`config.mk`:
```
export PLATFORM = sky130hd
export DESIGN_NAME = mem_io_responder
export DESIGN_NICKNAME = d
export VERILOG_FILES = /design/src/rtl/mem_io_responder.sv
export SDC_FILE = /design/constraint.sdc
export NUM_CORES = 1
export LEC_CHECK = 0
export BUFFER_PORTS_ARGS = -buffer_cell sky130_fd_sc_hd__clkbuf_2
export CAP_MARGIN = 20
export CORE_ASPECT_RATIO = 0.6
export CORE_MARGIN = 3
export CORE_UTILIZATION = 52
export CTS_BUF_LIST = sky130_fd_sc_hd__clkbuf_4 sky130_fd_sc_hd__clkbuf_8
export DETAILED_ROUTE_END_ITERATION = 6
export GPL_ROUTABILITY_DRIVEN = 0
export HOLD_SLACK_MARGIN = 0.05
export PLACE_DENSITY = 0.72
export SYNTH_ARGS = -nofsm -noshare
export SYNTH_HDL_FRONTEND = slang
export SYNTH_SLANG_ARGS = --single-unit
```
`constraint.sdc`:
```
create_clock -name clk_in -period 6 [get_ports clk_in]
set_input_delay 0.9 -clock clk_in [delete_from_list [all_inputs] [get_ports clk_in]]
set_output_delay 0.9 -clock clk_in [all_outputs]
set_load 0.02 [all_outputs]
```
`src/rtl/mem_io_responder.sv`:
```
// mem_io_responder: responder end of the CPU byte bus. RAM accesses pass
// straight through to an external synchronous RAM. The I/O window at 0x30000
// holds the UART TX/RX FIFOs, a cycle counter and the program-stop latch.
// Read data always appears one cycle after the address.
module mem_io_responder #(
    parameter int TX_DEPTH_LOG = 3,
    parameter int RX_DEPTH_LOG = 3,
    parameter int FULL_MARGIN  = 2
) (
    input  logic        clk_in,
    input  logic        rst_in,
    input  logic [31:0] mem_a,
    input  logic        mem_wr,
    input  logic [7:0]  mem_dout,
    output logic [7:0]  mem_din,
    output logic        io_buffer_full,
    output logic [16:0] ram_addr,
    output logic        ram_we,
    output logic [7:0]  ram_wdata,
    input  logic [7:0]  ram_rdata,
    output logic        tx_valid,
    output logic [7:0]  tx_data,
    input  logic        tx_ready,
    input  logic        rx_valid,
    input  logic [7:0]  rx_data,
    output logic        rx_ready,
    output logic        program_stop
);
    localparam int TX_DEPTH = 1 << TX_DEPTH_LOG;
    localparam int RX_DEPTH = 1 << RX_DEPTH_LOG;
    localparam logic [TX_DEPTH_LOG:0] TX_FULL_CNT = (TX_DEPTH_LOG+1)'(TX_DEPTH);
    localparam logic [TX_DEPTH_LOG:0] TX_THRESH   = (TX_DEPTH_LOG+1)'(TX_DEPTH - FULL_MARGIN);
    localparam logic [RX_DEPTH_LOG:0] RX_FULL_CNT = (RX_DEPTH_LOG+1)'(RX_DEPTH);

    // Upper address bits are outside the decoded 256KB space.
    logic unused_addr_hi;
    assign unused_addr_hi = ^mem_a[31:18];

    // ---------------- decode ----------------
    logic        io;
    logic [15:0] off;
    logic        tx_wr, stop_wr, rx_rd, cnt_rd;

    assign io      = (mem_a[17:16] == 2'b11);
    assign off     = mem_a[15:0];
    assign tx_wr   = io &  mem_wr & (off == 16'h0000);
    assign stop_wr = io &  mem_wr & (off == 16'h0004);
    assign rx_rd   = io & ~mem_wr & (off == 16'h0000);
    assign cnt_rd  = io & ~mem_wr & (off[15:2] == 14'h0001);

    // RAM side is pure pass-through; only the write enable is gated by decode.
    assign ram_addr  = mem_a[16:0];
    assign ram_wdata = mem_dout;
    assign ram_we    = mem_wr & ~io;

    // ---------------- TX FIFO ----------------
    logic [7:0]              tx_mem [TX_DEPTH];
    logic [TX_DEPTH_LOG-1:0] tx_wp, tx_rp;
    logic [TX_DEPTH_LOG:0]   tx_cnt;
    logic                    tx_full, tx_pop, tx_push;
    logic [7:0]              tx_byte;

    assign tx_full        = (tx_cnt == TX_FULL_CNT);
    assign tx_valid       = (tx_cnt != '0);
    assign tx_data        = tx_mem[tx_rp];
    assign tx_pop         = tx_valid & tx_ready;
    // A pop in the same cycle frees the slot, so a full FIFO still accepts.
    assign tx_push        = ((tx_wr & (|mem_dout)) | stop_wr) & (~tx_full | tx_pop);
    // The stop marker is a literal zero that bypasses the zero filter.
    assign tx_byte        = stop_wr ? 8'h00 : mem_dout;
    assign io_buffer_full = (tx_cnt >= TX_THRESH);

    // TX storage: no reset needed, validity is tracked by the count.
    always_ff @(posedge clk_in) begin
        if (tx_push) tx_mem[tx_wp] <= tx_byte;
    end

    // TX pointers and occupancy.
    always_ff @(posedge clk_in or negedge rst_in) begin
        if (!rst_in) begin
            tx_wp  <= '0;
            tx_rp  <= '0;
            tx_cnt <= '0;
        end else begin
            if (tx_push) tx_wp <= tx_wp + TX_DEPTH_LOG'(1);
            if (tx_pop)  tx_rp <= tx_rp + TX_DEPTH_LOG'(1);
            case ({tx_push, tx_pop})
                2'b10:   tx_cnt <= tx_cnt + (TX_DEPTH_LOG+1)'(1);
                2'b01:   tx_cnt <= tx_cnt - (TX_DEPTH_LOG+1)'(1);
                default: tx_cnt <= tx_cnt;
            endcase
        end
    end

    // ---------------- RX FIFO ----------------
    logic [7:0]              rx_mem [RX_DEPTH];
    logic [RX_DEPTH_LOG-1:0] rx_wp, rx_rp;
    logic [RX_DEPTH_LOG:0]   rx_cnt;
    logic                    rx_push, rx_pop;

    assign rx_ready = (rx_cnt != RX_FULL_CNT);
    assign rx_push  = rx_valid & rx_ready;
    assign rx_pop   = rx_rd & (rx_cnt != '0);

    // RX storage.
    always_ff @(posedge clk_in) begin
        if (rx_push) rx_mem[rx_wp] <= rx_data;
    end

    // RX pointers and occupancy.
    always_ff @(posedge clk_in or negedge rst_in) begin
        if (!rst_in) begin
            rx_wp  <= '0;
            rx_rp  <= '0;
            rx_cnt <= '0;
        end else begin
            if (rx_push) rx_wp <= rx_wp + RX_DEPTH_LOG'(1);
            if (rx_pop)  rx_rp <= rx_rp + RX_DEPTH_LOG'(1);
            case ({rx_push, rx_pop})
                2'b10:   rx_cnt <= rx_cnt + (RX_DEPTH_LOG+1)'(1);
                2'b01:   rx_cnt <= rx_cnt - (RX_DEPTH_LOG+1)'(1);
                default: rx_cnt <= rx_cnt;
            endcase
        end
    end

    // ---------------- counter, read mux, stop ----------------
    logic [31:0] cycle_cnt, snap;
    logic [7:0]  io_rdata_d, io_rdata_q;
    logic        sel_ram_q;

    // I/O read data for this cycle's address; zero for anything unmapped.
    always_comb begin
        io_rdata_d = 8'h00;
        if (rx_pop) begin
            io_rdata_d = rx_mem[rx_rp];
        end else if (cnt_rd) begin
            case (off[1:0])
                2'd0:    io_rdata_d = cycle_cnt[7:0];
                2'd1:    io_rdata_d = snap[15:8];
                2'd2:    io_rdata_d = snap[23:16];
                default: io_rdata_d = snap[31:24];
            endcase
        end
    end

    // Response registers, free-running counter, coherent snapshot, stop latch.
    always_ff @(posedge clk_in or negedge rst_in) begin
        if (!rst_in) begin
            sel_ram_q    <= 1'b0;
            io_rdata_q   <= 8'h00;
            cycle_cnt    <= '0;
            snap         <= '0;
            program_stop <= 1'b0;
        end else begin
            sel_ram_q  <= ~io & ~mem_wr;
            io_rdata_q <= io_rdata_d;
            cycle_cnt  <= cycle_cnt + 32'd1;
            if (cnt_rd && off[1:0] == 2'd0) snap <= cycle_cnt;
            if (stop_wr) program_stop <= 1'b1;
        end
    end

    assign mem_din = sel_ram_q ? ram_rdata : io_rdata_q;

endmodule

```
==> Word-level counts from Yosys, hierarchy flattened <==
Memory sizes are Yosys's and may differ from the RTL's.
Index checks and enable logic that the tools add are counted.
{ "word_totals": {"output_inout_bits": 46, "wordCells": 71, "mem_bits_rw": 128, "memories": 2, "register_bits": 94, "in_bits": 61} }
{ "classes": {"n_reduce_logical": 8, "n_addsub": 9, "eq_ne": 11, "mux": 11, "n_lt_le_gt_ge": 1, "n_bitwise": 18} }
{ "mem_list": {"columns": ["name", "depth", "word_bits", "rd", "rd_clocked_by_memory_dff", "write_ports", "line", "rtl"], "rows": [
  ["rx_mem", 8, 8, 1, 0, 1, "96", "logic [7:0] rx_mem [RX_DEPTH];"],
  ["tx_mem", 8, 8, 1, 0, 1, "57", "logic [7:0] tx_mem [TX_DEPTH];"]
]} }
{ "op_table": {"columns": ["cell", "count"], "rows": [
  ["$add 32x1->32 const B", 1],
  ["$mux 8", 4],
  ["$pmux 8 s3", 1],
  ["$eq 16x3->1 const B", 1],
  ["$logic_not 16->1", 1],
  ["$pmux 4 s2", 2],
  ["$eq 14x1->1 const B", 1],
  ["$and 1x1->1", 13],
  ["$add 3x1->3 const B", 4],
  ["$add 4x1->4 const B", 2],
  ["$eq 2x2->1 const B", 4],
  ["$reduce_bool 4->1", 2],
  ["$reduce_or 8->1", 1],
  ["$sub 4x1->4 const B", 2],
  ["$eq 2x1->1 const B", 3],
  ["$eq 4x4->1 const B", 1],
  ["$ge 4x3->1 const B", 1],
  ["$mux 1", 4],
  ["$ne 4x4->1 const B", 1],
  ["$reduce_bool 2->1", 2],
  ["$not 1->1", 3],
  ["$logic_not 2->1", 1],
  ["$or 1x1->1", 2],
  ["$logic_and 1x1->1", 1]
]} }

==> Longest topological paths before layout <==
{ "logic_depth": {"ltp_word": 8, "depth_mapped": 13, "depth_no_buf": 11} }

==> Least setup slack after synthesis <==
Ideal clock, no wire load.
{ "synth_path": {"kind": "input-to-reg", "startpoint": "input mem_dout[2]", "endpoint": "register tx_cnt[3]", "arrival_time_ns": 3.096, "setup_time_ns": 0.128, "path_slack_ns": 2.776, "cell_stages": 11, "path_buffers": 0, "t_required_ns": 5.872, "path_cell_list": "or4_1 nor4_1 nor3_2 or2_2 inv_1 ha_1 a21oi_1 nand2_1 mux2i_1 a31oi_1 nand3_1"} }
{ "synth_between": {"elab_chain_len": 6, "word_cells_on_any_way": 8, "classes_between": "eq/ne (2); mux (1); bitwise (3); reduce/logical (2)"} }
{ "synth_lines": {"columns": ["element", "line", "rtl"], "rows": [
  ["start: declaration", "14", "input logic [7:0] mem_dout,"],
  ["$reduce_or 8->1 *", "68", "assign tx_push = ((tx_wr & (|mem_dout)) | stop_wr) & (~tx_full | tx_pop);"],
  ["$and 1x1->1 *", "68", null],
  ["$or 1x1->1 *", "68", null],
  ["$and 1x1->1 *", "68", null],
  ["$eq 2x1->1 / $eq 2x2->1 (equally long branches)", "87", "case ({tx_push, tx_pop})"],
  ["$pmux 4 s2 / $reduce_bool 2->1 (equally long branches)", null, null],
  ["end signal: assignment", "88", "2'b10: tx_cnt <= tx_cnt + (TX_DEPTH_LOG+1)'(1);"],
  ["end signal: assignment", "89", "2'b01: tx_cnt <= tx_cnt - (TX_DEPTH_LOG+1)'(1);"],
  ["end signal: assignment", "90", "default: tx_cnt <= tx_cnt;"],
  ["end: declaration", "59", "logic [TX_DEPTH_LOG:0] tx_cnt;"]
]} }
Mark *: on every way between the ends. The rest lies on a longest branch, timed or not.
A chain may end at the register's enable or synchronous reset.

==> Final worst setup path <==
Same ends and word-level chain as after synthesis.

==> out/metrics.cfg <==
[run_status]
status = complete, no violations

[clock_network]
cts-root-buf = clkbuf_8
clkSinkCount = 214
h-tree-depth = 1
cts_tree = done
cts_resized = 0
cts_buffers = 30
worstSkewPairLatency_ns = 0.54
cts_hold_buf = 0
cts_setup_buffers = 0
clock_path_buffers = 3
clk_pin_slew_ns = 0.06

[sta]
fmax_mhz = 304
skew_ns = 0.0179
slew_viol_final = 0
worst_pin_slew_ns = 0.961
setup_violations = 0
slew_headroom = 0.357
hold_viol = 0
period_needed_ns = 3.29
period_share = 0.548
rsz0062_at_grt = false
fin_tns_setup_ns = 0

[power]
switchingPower_mw = 1.00
clkPwrFrac = 0.326
share_comb_of_total_power = 0.184
power.internal_mw = 2.70
seq_power_share = 0.490
p_per_area_mw_per_mm2 = 348
p_leak_nw = 4.17
sw_frac_of_total = 0.270
ir_drop_mv = 0.145

[layout]
nets = 741
n_fill_cell = 1292
n_antenna_cell = 0
seqCellArea_mm2 = 0.00600
fin_util = 0.612
fin_cells = 927
multi_input_area_mm2 = 0.00302
syn2layout_area_growth_pct = 13.4
drive_above_1_share = 0.362

[global_route]
antenna_found_initial = 0
grt_pass1_wl_um = 28800
groute.usage.overall = 0.186
gr-total-overflow = 0
grt_pass1_vias = 5249
grt_max_degree = 87

[synthesis]
async_reset_ff_frac = 0.402
synth_area_leader_cell = edfxtp_1
yosysSeqAreaShare = 0.639
synth_xor_xnor_area_share = 0.0420
synth_compound_area_frac = 0.0141
synth.area.mux_share = 0.173
synthTopCellsByArea = edfxtp_1, dfrtp_1, mux4_2
synth_top_family_by_area = multiplexers
synthAdderAreaFrac = 0.0155
synth_ff_type = edfxtp_1
yosys.area.top_type_share = 0.409
yosysWarnings = 0
synth_edf_count = 128
yosysUniqueCellTypes = 46
synthSimpleGateAreaFrac = 0.0750
syn_area_mm2 = 0.00939
synth.most_common_cell = edfxtp_1
synth_common_cells = edfxtp_1, dfrtp_1, mux4_2, xnor2_1, mux2_2
synthCells = 583
ys_ff_latch = 214
syn-num-nets = 655
syn_area_per_cell_um2 = 16.1

[setup_path]
slowest_delay_ns = 0.53
worstPathArrival_ns = 3.69
critPathLaunchType = input port
rr_worst_depth = 10
worstSetupPathType = input port to flip-flop
crit_chain = clkbuf_2, or4_1, nor4_1, nor3_2, or2_2, inv_1, ha_1, a21oi_1, nand2_1, mux2i_1, a31oi_1, nand3_1
cp_slowest_cell = or4_1
cp_max_fo = 10
crit_path_end_kind = flip-flop
r2r_start = rx_cnt[1]
r2r_setup_slack_ns = 3.27
crit_required_ns = 6.40
reg2reg_to = rx_cnt[2]

[route]
route.detailed.drc = 0
wl_per_cell_um = 19.7
vias_per_cell = 5.60
drtPass1Iterations = 5
vias = 5194
drt_iter0_markers = 425
drt_wl_total_um = 18300
ant_nets = 0

[placed_design]
placed_cells = 867
portBuffers = 92
dpl.hpwl_um = 12800

[floorplan]
fp.dieH_um = 110
die_area_mm2 = 0.0198
ios = 107
dieWidth_um = 179
row_count = 37
core-area_mm2 = 0.0174
initial_utilization = 0.539

[job]
cap_violations = 0

[hold_path]
worst_hold_path_type = input port to asynchronous set/reset pin

==> final cells by class <==
cell class | instances | share of cell area
clock inverters | 5 | 0.00200
inverters | 19 | 0.00670
flip-flops and latches | 214 | 0.563
repair buffers | 101 | 0.0552
clock buffers | 51 | 0.0618
multi-input cells | 303 | 0.283
well taps | 234 | 0.0275
==> cell families (layout without fill, tap and decap cells) <==
logic type | Yosys count | in the layout
AOI/OAI and AO/OA | 20 | 20
xor gates and xnor gates | 45 | 45
adders and majority gates | 11 | 11
buffers and inverters | 66 | 176
DFF | 214 | 214
muxes | 99 | 99
and+or+nand+nor | 128 | 128
==> metal layers <==
layer,global-route usage,wire length [um]
met3,0.0492,1350
met2,0.277,8040
met4,0.0347,216
met5,0,0
met1,0.282,8690
==> stage by stage <==
| step | hold WS (ns) | instance area, um2 | setup WS, ns | power (mW) |
|---|---|---|---|---|
| after global placement | 0.456 | 9880 | 2.29 | 2.47 |
| after global routing | 0.182 | 10600 | 2.53 | 3.88 |
| after detailed placement | 0.469 | 9880 | 2.18 | 2.50 |
| after CTS | 0.484 | 10600 | 2.32 | 3.71 |
| final | 0.201 | 10600 | 2.71 | 3.70 |
| after floorplan | 0.436 | 9390 | 2.78 | 2.30 |
==> registers in the layout (all words and copies together), names as in the netlist <==
signal and count:
rx_mem 64, tx_mem 64, cycle_cnt 32, snap 24, io_rdata_q 8, rx_cnt 4, tx_cnt 4, rx_rp 3
rx_wp 3, tx_rp 3, tx_wp 3, program_stop 1, sel_ram_q 1
==> power groups by stage <==
| stage | Combinational (mW) | Sequential (mW) | Clock [mW] |
|---|---|---|---|
| after global placement | 0.619 | 1.85 | 0 |
| after floorplan | 0.539 | 1.76 | 0 |
| after CTS | 0.642 | 1.83 | 1.23 |
| final | 0.682 | 1.81 | 1.21 |
| after detailed placement | 0.640 | 1.86 | 0 |
| after global routing | 0.750 | 1.83 | 1.31 |
==> worst max-delay path by stage <==
stage | from | to | slack, ns | depth (start not counted)
final | mem_dout[2] | tx_cnt[3] | 2.71 | 12
after global routing | mem_a[12] | rx_cnt[2] | 2.53 | 12
after CTS | tx_rp[0] | tx_data[5] | 2.32 | 3
after detailed placement | mem_a[12] | rx_cnt[2] | 2.18 | 12
after global placement | mem_dout[2] | tx_cnt[3] | 2.29 | 12
after floorplan | mem_dout[2] | tx_cnt[3] | 2.78 | 11
==> critical path: cells and delay by family <==
kind | cells | cell delay [ns]
multiplexers | 1 | 0.14
buffers and inverters | 2 | 0.18
adder cells (fa/ha/maj) | 1 | 0.27
AND/OR/NAND/NOR | 6 | 1.83
AO/OA/AOI/OAI | 2 | 0.36
==> cells in the final DEF (no fill, tap or decap), types with 19 or more instances in the layout <==
cell      synthesis  layout
clkbuf_8          0      44
edfxtp_1        128     128
mux4_2           40      40
dfrtp_1          86      86
mux2_2           28      28
inv_1            19      19
xnor2_1          35      35
clkbuf_2          0      92
nand3_1          20      20
nand2_1          25      25
mux2_4           20      20
No activity file was read; power rests on OpenSTA's default activity.
